**src/rtl/mem_stage_rsp_pkg.sv**
```systemverilog
// Shared definitions for the MEM stage with split request/response memory:
// load opcode encoding and the bus width overheads around DATA_W.
package mem_stage_rsp_pkg;

  localparam logic [3:0] LD_FULL = 4'd0;
  localparam logic [3:0] LD_B    = 4'd1;
  localparam logic [3:0] LD_BU   = 4'd2;
  localparam logic [3:0] LD_H    = 4'd3;
  localparam logic [3:0] LD_HU   = 4'd4;
  localparam logic [3:0] LD_W    = 4'd5;
  localparam logic [3:0] LD_WU   = 4'd6;

  // Control/pc bits carried next to the DATA_W-wide value on each bus
  localparam int ES_BUS_EXTRA = 44;
  localparam int MS_BUS_EXTRA = 38;

endpackage

```
**src/rtl/mem_stage_rsp_load_align.sv**
```systemverilog
// Combinational load alignment: picks the addressed byte/half/word lane out of
// a full-width memory word, moves it to bit 0 and sign/zero-extends it.
module load_align
  import mem_stage_rsp_pkg::*;
#(
  parameter int DATA_W = 32,
  parameter int OFF_W  = $clog2(DATA_W / 8)
) (
  input  logic [3:0]        ld_op,
  input  logic [OFF_W-1:0]  offset,
  input  logic [DATA_W-1:0] raw,
  output logic [DATA_W-1:0] result
);

  // Half/word lanes are taken from the offset rounded down to the access size
  localparam logic [OFF_W-1:0] HALF_MASK = ~OFF_W'(1);
  localparam logic [OFF_W-1:0] WORD_MASK = ~OFF_W'(3);

  logic [OFF_W-1:0]   off_h;
  logic [OFF_W-1:0]   off_w;
  logic [7:0]         lane_b;
  logic [15:0]        lane_h;
  logic [31:0]        lane_w;
  logic signed [7:0]  lane_b_s;
  logic signed [15:0] lane_h_s;
  logic signed [31:0] lane_w_s;

  assign off_h    = offset & HALF_MASK;
  assign off_w    = offset & WORD_MASK;
  assign lane_b   = 8'(raw >> {offset, 3'b000});
  assign lane_h   = 16'(raw >> {off_h, 3'b000});
  assign lane_w   = 32'(raw >> {off_w, 3'b000});
  assign lane_b_s = lane_b;
  assign lane_h_s = lane_h;
  assign lane_w_s = lane_w;

  // Size casts of signed lanes sign-extend, of unsigned lanes zero-extend;
  // at DATA_W=32 the word lane is the whole word, so ld.w/ld.wu act as full width
  always_comb begin
    result = raw;
    case (ld_op)
      LD_B:    result = DATA_W'(lane_b_s);
      LD_BU:   result = DATA_W'(lane_b);
      LD_H:    result = DATA_W'(lane_h_s);
      LD_HU:   result = DATA_W'(lane_h);
      LD_W:    result = DATA_W'(lane_w_s);
      LD_WU:   result = DATA_W'(lane_w);
      default: result = raw;
    endcase
  end

endmodule

```
**src/rtl/mem_stage_rsp.sv**
```systemverilog
// MEM pipeline stage for a data memory with a split request/response
// handshake. Holds one instruction, stalls loads until their response,
// buffers a response that arrives while WB is stalled, and counts responses
// that belong to flushed loads so they are dropped instead of consumed.
module mem_stage_rsp
  import mem_stage_rsp_pkg::*;
#(
  parameter int DATA_W          = 32,
  parameter int ES_TO_MS_BUS_WD = DATA_W + ES_BUS_EXTRA,
  parameter int MS_TO_WS_BUS_WD = DATA_W + MS_BUS_EXTRA
) (
  input  logic                       clk,
  input  logic                       reset,
  input  logic                       ws_allowin,
  output logic                       ms_allowin,
  input  logic                       es_to_ms_valid,
  input  logic [ES_TO_MS_BUS_WD-1:0] es_to_ms_bus,
  output logic                       ms_to_ws_valid,
  output logic [MS_TO_WS_BUS_WD-1:0] ms_to_ws_bus,
  output logic [4:0]                 ms_to_ds_dest,
  output logic [DATA_W-1:0]          ms_to_ds_value,
  output logic                       ms_to_ds_block,
  input  logic                       flush,
  input  logic                       data_sram_data_ok,
  input  logic [DATA_W-1:0]          data_sram_rdata
);

  localparam int OFF_W = $clog2(DATA_W / 8);

  logic                       ms_valid;
  logic                       buf_valid;
  logic [1:0]                 cancel_cnt;
  logic [ES_TO_MS_BUS_WD-1:0] ms_bus_p1;
  logic [DATA_W-1:0]          buf_data_p1;

  logic [3:0]        ld_op;
  logic              req_issued;
  logic              res_from_mem;
  logic              gr_we;
  logic [4:0]        dest;
  logic [DATA_W-1:0] alu_result;
  logic [31:0]       pc;

  logic              wait_load;
  logic              rsp_ok;
  logic              ms_ready_go;
  logic              ms_leave;
  logic              buf_cap;
  logic              cancel_inc;
  logic              cancel_dec;
  logic [DATA_W-1:0] rsp_aligned;
  logic [DATA_W-1:0] mem_result;
  logic [DATA_W-1:0] final_result;

  // Saturating up/down step for the count of responses still owed to flushed loads
  function automatic logic [1:0] cancel_step(logic [1:0] cnt, logic inc, logic dec);
    logic [1:0] nxt;
    nxt = cnt;
    if (inc && !dec && cnt != 2'd3)
      nxt = cnt + 2'd1;
    else if (dec && !inc)
      nxt = cnt - 2'd1;
    return nxt;
  endfunction

  assign {ld_op, req_issued, res_from_mem, gr_we, dest, alu_result, pc} = ms_bus_p1;

  assign wait_load   = res_from_mem && req_issued;
  // A response only belongs to the resident load once no cancelled ones are ahead of it
  assign rsp_ok      = data_sram_data_ok && (cancel_cnt == 2'd0);
  assign ms_ready_go = !ms_valid || !wait_load || buf_valid || rsp_ok;
  assign ms_allowin  = !ms_valid || (ms_ready_go && ws_allowin);
  assign ms_to_ws_valid = ms_valid && ms_ready_go && !flush;
  assign ms_leave    = ms_to_ws_valid && ws_allowin;

  assign buf_cap     = ms_valid && wait_load && !buf_valid && rsp_ok && !ws_allowin;
  assign cancel_inc  = flush && ms_valid && wait_load && !buf_valid && !rsp_ok;
  assign cancel_dec  = data_sram_data_ok && (cancel_cnt != 2'd0);

  load_align #(
    .DATA_W (DATA_W),
    .OFF_W  (OFF_W)
  ) u_load_align (
    .ld_op  (ld_op),
    .offset (alu_result[OFF_W-1:0]),
    .raw    (data_sram_rdata),
    .result (rsp_aligned)
  );

  assign mem_result     = buf_valid ? buf_data_p1 : rsp_aligned;
  assign final_result   = res_from_mem ? mem_result : alu_result;
  assign ms_to_ws_bus   = {gr_we, dest, final_result, pc};
  assign ms_to_ds_dest  = (ms_valid && gr_we) ? dest : 5'd0;
  assign ms_to_ds_value = final_result;
  assign ms_to_ds_block = ms_valid && wait_load && !buf_valid && !rsp_ok;

  // ---- EX -> MEM boundary ----

  // Occupancy of the stage; a flush wins over an instruction arriving the same cycle
  always_ff @(posedge clk or posedge reset) begin
    if (reset)
      ms_valid <= 1'b0;
    else if (flush)
      ms_valid <= 1'b0;
    else if (ms_allowin)
      ms_valid <= es_to_ms_valid;
  end

  // Instruction payload register, loaded on every EX->MEM handshake
  always_ff @(posedge clk or posedge reset) begin
    if (reset)
      ms_bus_p1 <= '0;
    else if (es_to_ms_valid && ms_allowin)
      ms_bus_p1 <= es_to_ms_bus;
  end

  // Response buffer flag: set when data arrives while WB stalls, cleared when the load leaves
  always_ff @(posedge clk or posedge reset) begin
    if (reset)
      buf_valid <= 1'b0;
    else if (flush || ms_leave)
      buf_valid <= 1'b0;
    else if (buf_cap)
      buf_valid <= 1'b1;
  end

  // Buffered aligned load data; only meaningful while buf_valid is set
  always_ff @(posedge clk) begin
    if (buf_cap)
      buf_data_p1 <= rsp_aligned;
  end

  // Number of in-flight responses that belong to flushed loads
  always_ff @(posedge clk or posedge reset) begin
    if (reset)
      cancel_cnt <= 2'd0;
    else
      cancel_cnt <= cancel_step(cancel_cnt, cancel_inc, cancel_dec);
  end

endmodule

```
**config.mk**
```make
export PLATFORM = sky130hd
export DESIGN_NAME = mem_stage_rsp
export DESIGN_NICKNAME = d
export VERILOG_FILES = /design/src/rtl/mem_stage_rsp_pkg.sv /design/src/rtl/mem_stage_rsp_load_align.sv /design/src/rtl/mem_stage_rsp.sv
export SDC_FILE = /design/constraint.sdc
export NUM_CORES = 1
export LEC_CHECK = 0
export BUFFER_PORTS_ARGS = -buffer_cell sky130_fd_sc_hd__buf_2
export CAP_MARGIN = 10
export CORE_ASPECT_RATIO = 1.1
export CORE_UTILIZATION = 45
export CTS_CLUSTER_SIZE = 30
export DETAILED_ROUTE_END_ITERATION = 8
export GPL_TIMING_DRIVEN = 1
export PLACE_DENSITY_LB_ADDON = 0.1
export SLEW_MARGIN = 20
export SYNTH_ARGS = -nofsm -noshare
export SYNTH_HDL_FRONTEND = slang
export SYNTH_SLANG_ARGS = --single-unit
export TNS_END_PERCENT = 30
```
**constraint.sdc**
```tcl
create_clock -name clk -period 3.5 [get_ports clk]
set_input_delay 0.7 -clock clk [delete_from_list [all_inputs] [get_ports clk]]
set_output_delay 0.7 -clock clk [all_outputs]
set_load 0.03 [all_outputs]
```
==> impl_metrics.yaml, run 1 <==
status:
  outcome: "complete, no violations"
floorplanning:
  die_area_mm2: 0.0134
  chipHeight_um: 121
  die_w_um: 110
  ios: 224
  rows: 43
  fp.coreArea_mm2: 0.0126
  start_util: 0.461
clock_tree:
  cts_max_level: 3
  insertion_delay_ns: 0.35
  cts_tree: "done"
  cts.sinks: 112
  cts_made_buffers: 9
  cts_setup_buffers: 0
  clk_pin_slew_ns: 0.07
  cts_hold_buf: 0
  cts_resized: 0
  cts_buffer_depth: 2
  clockRootBuffer: "clkbuf_16"
worst_setup_path:
  timing.critical_path.buf_inv: 1
  endpoint_kind: "primary output"
  arrival_ns: 2.55
  crit_type: "register to primary output"
  critPathRequiredTime_ns: 2.80
  crit_fanout: 10
  crit_chain: "or4b_4 -> o21ai_1 -> o221ai_1 -> a221o_1 -> buf_2"
  max_stage_delay_ns: 0.58
  reg2reg_slack_ns: 1.04
  crit_cells: 5
  reg2reg_to: "ms_bus_p1[53]$_DFFE_PP0P_"
  worstSetupStartpointType: "register"
  path_delay_family: "compound AO/OA/AOI/OAI gates"
  crit_start: "ms_bus_p1[73]$_DFFE_PP0P_"
  slowest_stage: "or4b_4"
  ff2ff_path_depth: 5
  crit_end: "ms_to_ws_bus[37]"
  r2r_start: "ms_bus_p1[70]$_DFFE_PP0P_"
drt:
  drcViolationCount: 0
  wire_per_inst_um: 16.7
  wirelength_um: 13300
  drt_iter0_drc: 231
  drt-vias-per-instance: 5.29
  final_antenna_net_count: 0
  dr.pass1.iters: 4
  vias: 4222
synthesis:
  yosysMostFrequentCell: "mux2_2"
  yosys.area.top_type_share: 0.344
  synth_ff_type: "dfrtp_1"
  yosys_warnings: 0
  syn_area_mm2: 0.00583
  synth_area_leader_cell: "dfrtp_1"
  synth_common_cells: "83 x mux2_2, 80 x dfrtp_1, 70 x buf_4"
  yosysUniqueCellTypes: 40
  syn_avg_cell_area_um2: 11.9
  syn_nets: 605
  async_flop_share: 0.714
  yosys-top-cells-area: "dfrtp_1 34%, edfxtp_1 16%, mux2_2 16%"
  yosysSeqAreaShare: 0.508
  synthCells: 491
  synth_edf_count: 32
  ys_seq_elements: 112
global_routing:
  grt_pass1_wl_um: 21000
  grt_pass1_vias: 4114
  grt_util_all_layers: 0.202
  grt_max_degree: 81
  grt_overflow: 0
  antenna_found_initial: 1
sta:
  grt_setup_unrepaired: "false"
  fmax_mhz: 307
  slew_headroom: 0.470
  min_period_ns: 3.25
  fin_crit_sh: 0.929
  finalHoldViolCount: 0
  worstMarginPinSlew_ns: 0.793
  drv_slew: 0
  final.setup_skew_ns: 0.00690
  setup_viol: 0
  finalSetupTns_ns: 0
place:
  dp_hpwl_um: 9790
  routabilityCongestion: 0.857
  portBuffers: 223
power_and_ir_drop:
  total_power_mw: 3.87
  p_per_area_mw_per_mm2: 561
  peakVddDrop_mv: 0.511
  p_leak_nw: 3.21
cells_and_area:
  nets: 750
  syn2layout_area_growth_pct: 18.4
  final_core_util: 0.546
  drive_gt1_frac: 0.544
run:
  maxCapViolations: 0
min_path:
  hold_class: "input port to asynchronous set/reset pin"
cells by family (layout without fill, tap and decap cells):
family	Yosys count	after routing	share of synthesized area
AO/OA/AOI/OAI	81	81	0.106
multiplexers	92	92	0.178
other	0	1	0
flip-flops	112	112	0.508
buffers and inverters	111	260	0.121
AND/OR/NAND/NOR	94	94	0.0850
XOR/XNOR	1	1	0.00150
state kept, by name, indices dropped and copies added (netlist names):
name and cells:
ms_bus_p1 76, buf_valid 1, buf_data_p1 32, cancel_cnt 2, ms_valid 1
area by class of cell:
cell class	instances	area [um^2]
Tap cell	157	196
Multi-Input combinational cell	268	2190
Inverter	11	42.5
Clock inverter	5	31.3
Timing Repair Buffer	234	1220
Clock buffer	10	250
Antenna cell	1	2.50
Fill cell	1138	5750
Sequential cell	112	2960
metal layers:
metal	part of all wire	vias to the layer above	global-route usage
met2	0.48	153	0.337
li1	-	2010	-
met4	0.016	0	0.0642
met1	0.44	2047	0.253
met3	0.058	12	0.0579
met5	0	-	0
report_power, final:
| group | leakage (nW) | internal (mW) | switching [mW] |
|---|---|---|---|
| sequential | 1.23 | 1.48 | 0.0855 |
| combinational | 1.84 | 0.471 | 0.857 |
| clock | 0.139 | 0.520 | 0.454 |
| total | 3.21 | 2.47 | 1.40 |
layout by cell type (no fill, tap or decap), types with 8 or more instances in the layout:
cell / instances
mux2_2: 83
clkbuf_16: 10
a31oi_1: 18
or2_2: 8
edfxtp_1: 32
mux2i_1: 8
dfrtp_1: 80
o22ai_1: 18
buf_4: 9
nand2_1: 40
nor2b_1: 16
buf_2: 223
inv_1: 10
a221o_1: 23
worst register-to-register path, cell delays in order, from the launching register on:
cell      delay (ns)
dfrtp_1         0.78
nand4b_1        0.40
o21ai_0         0.48
a21oi_4         0.12
buf_4           0.25
mux2_2          0.32
stage by stage:
| step | area, um^2 | worst slack (ns) | hold WS [ns] | cells |
|---|---|---|---|---|
| after floorplan | 5830 | 0.336 | 0.473 | 491 |
| after global placement | 6610 | 0.247 | 0.482 | 782 |
| after detailed placement | 6610 | 0.257 | 0.489 | 782 |
| after CTS | 6900 | 0.218 | 0.434 | 797 |
| after global routing | 6900 | 0.0902 | 0.448 | 798 |
| final | 6900 | 0.247 | 0.433 | 798 |
worst min path at each step:
| stage | startpoint | endpoint | cells after the start |
|---|---|---|---|
| floorplan | ms_bus_p1[44]$_DFFE_PP0P_ | ms_bus_p1[44]$_DFFE_PP0P_ | 1 |
| global placement | ms_bus_p1[44]$_DFFE_PP0P_ | ms_bus_p1[44]$_DFFE_PP0P_ | 1 |
| detailed placement | ms_bus_p1[34]$_DFFE_PP0P_ | ms_bus_p1[34]$_DFFE_PP0P_ | 1 |
| CTS | reset | ms_bus_p1[19]$_DFFE_PP0P_ | 3 |
| global route | reset | ms_bus_p1[25]$_DFFE_PP0P_ | 3 |
| finish | reset | ms_bus_p1[25]$_DFFE_PP0P_ | 3 |
No activity file was read; power rests on OpenSTA's default activity.
==> run 2: changes to the inputs <==
PLACE_DENSITY_LB_ADDON = 0.2   (was 0.1)
SYNTH_HIERARCHICAL = 1   (was unset)
==> run 2 against run 1 <==
Effect of this change: synthesized area rose by 4.8%; hold slack better by 0.046 ns; core utilization fell by 0.40 points; register-to-register slack improved by 0.19 ns; die area is 4.7% higher; non-clock buffer count increased by 1; critical path depth is 3 higher; power grew 6.7%; largest power group unchanged; first-iteration DRC count down 37%; flip-flop and latch count unchanged; largest cell class unchanged; wire length increased by 5.8%; highest routed layer unchanged.
==> impl_metrics.yaml, run 2 <==
sta:
  fmax_mhz: 304
  fin_crit_sh: 0.939
  setup_viol: 0
  whs_ns: 0.478
  grt_setup_unrepaired: "false"
  fin_ws_ns: 0.215
  min_period_ns: 3.29
  final.setup_skew_ns: 0.00673
  finalHoldViolCount: 0
  slew_headroom: 0.464
  worstMarginPinSlew_ns: 0.804
  finalSetupTns_ns: 0
  drv_slew: 0
worst_setup_path:
  reg2reg_to: "ms_bus_p1[60]$_DFFE_PP0P_"
  reg2reg_slack_ns: 1.23
  max_stage_delay_ns: 0.52
  worstSetupStartpointType: "register"
  r2r_start: "buf_valid$_DFFE_PP0P_"
  critPathRequiredTime_ns: 2.80
  crit_fanout: 9
  ff2ff_path_depth: 5
  slowest_stage: "nor3_2"
  crit_type: "register to primary output"
  arrival_ns: 2.59
  timing.critical_path.buf_inv: 2
  path_delay_family: "compound AO/OA/AOI/OAI gates"
  endpoint_kind: "primary output"
  crit_chain: "buf_4 -> xnor2_1 -> nor3_2 -> a32oi_1 -> o21ai_0 -> mux2i_1 -> a21oi_1 -> buf_2"
drt:
  final_antenna_net_count: 0
  drt_iter0_drc: 146
  wirelength_um: 14100
  drcViolationCount: 0
  dr.pass1.iters: 5
  vias: 4261
  drt-vias-per-instance: 5.32
  wire_per_inst_um: 17.6
global_routing:
  grt_util_all_layers: 0.199
  antenna_found_initial: 0
  grt_max_degree: 52
  grt_pass1_wl_um: 21200
  grt_pass1_vias: 4068
  grt_overflow: 0
synthesis:
  async_flop_share: 0.714
  yosys_warnings: 6
  yosys-top-cells-area: "dfrtp_1 33%, edfxtp_1 16%, mux2_4 9.8%"
  synth_area_leader_cell: "dfrtp_1"
  synth_ff_type: "dfrtp_1"
  synth_edf_count: 32
  syn_area_mm2: 0.00611
  yosys.area.top_type_share: 0.328
  syn_avg_cell_area_um2: 12.5
  synthCells: 490
  yosysMostFrequentCell: "dfrtp_1"
  syn_nets: 604
  yosysSeqAreaShare: 0.485
  ys_seq_elements: 112
  yosysUniqueCellTypes: 40
  synth_common_cells: "80 x dfrtp_1, 73 x buf_4, 43 x mux2_2"
clock_tree:
  cts_tree: "done"
  cts_made_buffers: 9
  cts_max_level: 3
  cts.sinks: 112
  clockRootBuffer: "clkbuf_16"
  cts_hold_buf: 0
  cts_buffer_depth: 2
  clk_pin_slew_ns: 0.08
  insertion_delay_ns: 0.34
cells_and_area:
  multi_input_area_mm2: 0.00243
  finalNonFillerCells: 801
  reg_top3: "ms_bus_p1 (76), buf_data_p1 (32), cancel_cnt (2)"
  syn2layout_area_growth_pct: 17.1
  drive_gt1_frac: 0.542
  final_cell_mix: "223 x buf_2, 78 x dfrtp_1, 43 x mux2_2"
  final_cell_area_mm2: 0.00716
  final_core_util: 0.542
  diodes: 0
  nets: 749
  fill_cells: 1117
  layout_commonest_cell: "buf_2"
  largest_reg_flops: 76
  ff_latch_area_mm2: 0.00297
  largest_register: "ms_bus_p1"
power_and_ir_drop:
  p_seq_frac: 0.389
  p_leak_nw: 3.38
  power_switching_mw: 1.55
  p_int_mw: 2.57
  total_power_mw: 4.12
  swShare: 0.376
  peakVddDrop_mv: 0.239
  power_frac_comb: 0.360
  p_per_area_mw_per_mm2: 576
  p_clk_frac: 0.251
run:
  maxCapViolations: 0
floorplanning:
  start_util: 0.462
  die_w_um: 113
  ios: 224
  rows: 44
  die_area_mm2: 0.0140
  fp.coreArea_mm2: 0.0132
  chipHeight_um: 124
min_path:
  hold_class: "input port to asynchronous set/reset pin"
status:
  outcome: "complete, no violations"
place:
  portBuffers: 223
  dpl_worst_slack_ns: 0.233
  dp_hpwl_um: 10300
  dp.cells: 784
  placed_area_mm2: 0.00683
  routabilityCongestion: 0.848
==> run 2: timing repair <==
item                                    4_1_cts  5_1_grt
endpoints found under the setup margin        0       48
buffers inserted                              0        1
resized for setup                             0        3
==> run 2: worst max path at each step <==
stage	slack [ns]	cells past startpoint	startpoint	to
finish	0.21	8	ms_bus_p1[73]$_DFFE_PP0P_	ms_to_ws_bus[36]
global route	0.03	8	ms_bus_p1[73]$_DFFE_PP0P_	ms_to_ws_bus[36]
CTS	0.02	7	ms_bus_p1[33]$_DFFE_PP0P_	ms_to_ws_bus[58]
detailed placement	0.23	8	data_sram_rdata[31]	ms_to_ws_bus[58]
global placement	0.27	8	data_sram_rdata[31]	ms_to_ds_value[23]
floorplan	0.30	8	data_sram_rdata[15]	ms_to_ws_bus[53]
==> run 2: power by group through the flow <==
stage                     clock network [mW]  registers, mW  logic [mW]
after floorplan                            0           1.58        1.31
final                                   1.04           1.60        1.48
after global placement                     0           1.62        1.46
after CTS                               1.06           1.60        1.48
after detailed placement                   0           1.63        1.48
after global routing                    1.12           1.63        1.59
==> run 2: metal layers <==
metal  up-vias  wire, um  track usage
li1       1982         -            -
met1      2065      6470        0.267
met2       201      6460        0.321
met3        13       906       0.0418
met4         0       246       0.0674
met5         -         0            0
==> run 2: cells by family after synthesis <==
family,share of synthesized area
compound gates,0.0950
buf+inv,0.120
xor+xnor,0.00143
simple gates,0.0514
mux,0.247
flops,0.485
==> run 2: final cells by class <==
class,instances,share of cell area
tap,161,0.0282
multi-input combinational,273,0.340
sequential,112,0.414
inverter,4,0.00227
timing repair buffer,235,0.174
clock inverter,6,0.00664
clock buffer,10,0.0350
==> run 3: changes to the inputs <==
REMOVE_ABC_BUFFERS = 1   (was unset)
==> run 3 against run 2 <==
Effect of this change: sequential power about the same; hold slack lost 0.0028 ns; core utilization increased by 0.066 points; power grew 0.76%; clock power about the same; critical endpoint is now ms_to_ds_value[12]; largest cell class unchanged.
==> impl_metrics.yaml, run 3 (synthesis gave the netlist of run 2 again) <==
worst_setup_path:
  arrival_ns: 2.51
  max_stage_delay_ns: 0.49
  reg2reg_slack_ns: 1.09
  critPathRequiredTime_ns: 2.80
  slowest_stage: "dfrtp_1"
  endpoint_kind: "primary output"
  crit_fanout: 22
  crit_chain: "o21a_1 -> or3_4 -> buf_12 -> a221o_1 -> mux2i_1 -> a21oi_1 -> buf_2"
  worstSetupStartpointType: "register"
  path_delay_family: "compound AO/OA/AOI/OAI gates"
  timing.critical_path.buf_inv: 2
  crit_type: "register to primary output"
sta:
  final.setup_skew_ns: 0.0105
  setup_viol: 0
  worstMarginPinSlew_ns: 0.867
  fin_ws_ns: 0.290
  slew_headroom: 0.422
  min_period_ns: 3.21
  drv_slew: 0
  grt_setup_unrepaired: "false"
  finalHoldViolCount: 0
  fmax_mhz: 312
  finalSetupTns_ns: 0
  fin_crit_sh: 0.917
  whs_ns: 0.476
global_routing:
  gr-usage-met3: 0.0428
  grt_busiest_layer: "met2"
  grt_pass1_vias: 4084
  grt_overflow: 0
  grt_util_all_layers: 0.201
  grt_max_degree: 45
  antenna_found_initial: 0
  grt_pass1_wl_um: 21500
  use_met1: 0.265
  use_met2: 0.336
cells_and_area:
  drive_gt1_frac: 0.544
  largest_reg_flops: 76
  final_cell_mix: "223 x buf_2, 78 x dfrtp_1, 43 x mux2_2"
  syn2layout_area_growth_pct: 17.3
  fill_cells: 1166
  nets: 750
  reg_top3: "ms_bus_p1 (76), buf_data_p1 (32), cancel_cnt (2)"
  final_cell_area_mm2: 0.00716
  diodes: 0
  layout_commonest_cell: "buf_2"
  final_core_util: 0.542
  largest_register: "ms_bus_p1"
  finalNonFillerCells: 802
drt:
  dr.pass1.iters: 5
  drt-vias-per-instance: 5.25
  drt_iter0_drc: 179
  wirelength_um: 14100
  drcViolationCount: 0
  wire_per_inst_um: 17.6
  vias: 4211
  final_antenna_net_count: 0
clock_tree:
  clk_pin_slew_ns: 0.08
  insertion_delay_ns: 0.35
  cts_max_level: 3
  cts_buffer_depth: 2
  cts_tree: "done"
  clockRootBuffer: "clkbuf_16"
  cts.sinks: 112
  cts_made_buffers: 9
  cts_hold_buf: 0
place:
  dp_hpwl_um: 10000
  portBuffers: 223
  routabilityCongestion: 0.776
  dpl_worst_slack_ns: 0.210
  placed_area_mm2: 0.00684
  dp.cells: 784
floorplanning:
  die_area_mm2: 0.0140
  rows: 44
  ios: 224
  die_w_um: 113
  start_util: 0.462
  fp.coreArea_mm2: 0.0132
  chipHeight_um: 124
power_and_ir_drop:
  peakVddDrop_mv: 0.276
  p_leak_nw: 3.38
  p_per_area_mw_per_mm2: 580
  total_power_mw: 4.16
status:
  outcome: "complete, no violations"
run:
  maxCapViolations: 0
min_path:
  hold_class: "input port to asynchronous set/reset pin"
==> run 3: changes by cell type in the layout (fill, tap and decap cells not counted), sizes merged <==
cell | before | now
clkinv | 2 | 4
clkbuf | 10 | 9
buf | 235 | 236
clkinvlp | 1 | 0
bufinv | 0 | 1
inv | 7 | 6
==> run 3: final timing paths <==
check                                             to                      start  cells after the start
hold reg to reg            ms_bus_p1[48]$_DFFE_PP0P_  ms_bus_p1[48]$_DFFE_PP0P_                      1
setup / recovery                  ms_to_ds_value[12]  ms_bus_p1[72]$_DFFE_PP0P_                      7
setup reg to reg           ms_bus_p1[41]$_DFFE_PP0P_      buf_valid$_DFFE_PP0P_                      5
hold / removal              ms_bus_p1[0]$_DFFE_PP0P_                      reset                      2
min in group clk           ms_bus_p1[48]$_DFFE_PP0P_  ms_bus_p1[48]$_DFFE_PP0P_                      1
max in group asynchronous  ms_bus_p1[70]$_DFFE_PP0P_                      reset                      3
==> run 3: per-layer routing <==
layer  vias to the layer above  share of wire
met5                         -              0
li1                       1983              -
met2                       187           0.48
met1                      2036           0.45
met4                         0         0.0056
met3                         5          0.065
==> run 3: power breakdown <==
part / internal, mW / total, mW / switching, mW
registers: 1.49 / 1.60 / 0.101
logic: 0.545 / 1.49 / 0.945
clock network: 0.566 / 1.07 / 0.505
total: 2.61 / 4.16 / 1.55
==> run 3: layout make-up <==
cell class              count  area (um^2)  area share
flip-flops and latches    112         2970       0.414
inverters                   4         16.3     0.00227
clock buffers               9          225      0.0314
well taps                 161          201      0.0281
multi-input cells         273         2430       0.339
repair buffers            236         1250       0.175
clock inverters             7         78.8      0.0110
==> run 3: repair_timing <==
item,in CTS,in global routing
endpoints found under the setup margin,0,6
buffers inserted,0,2
resized for setup,0,1
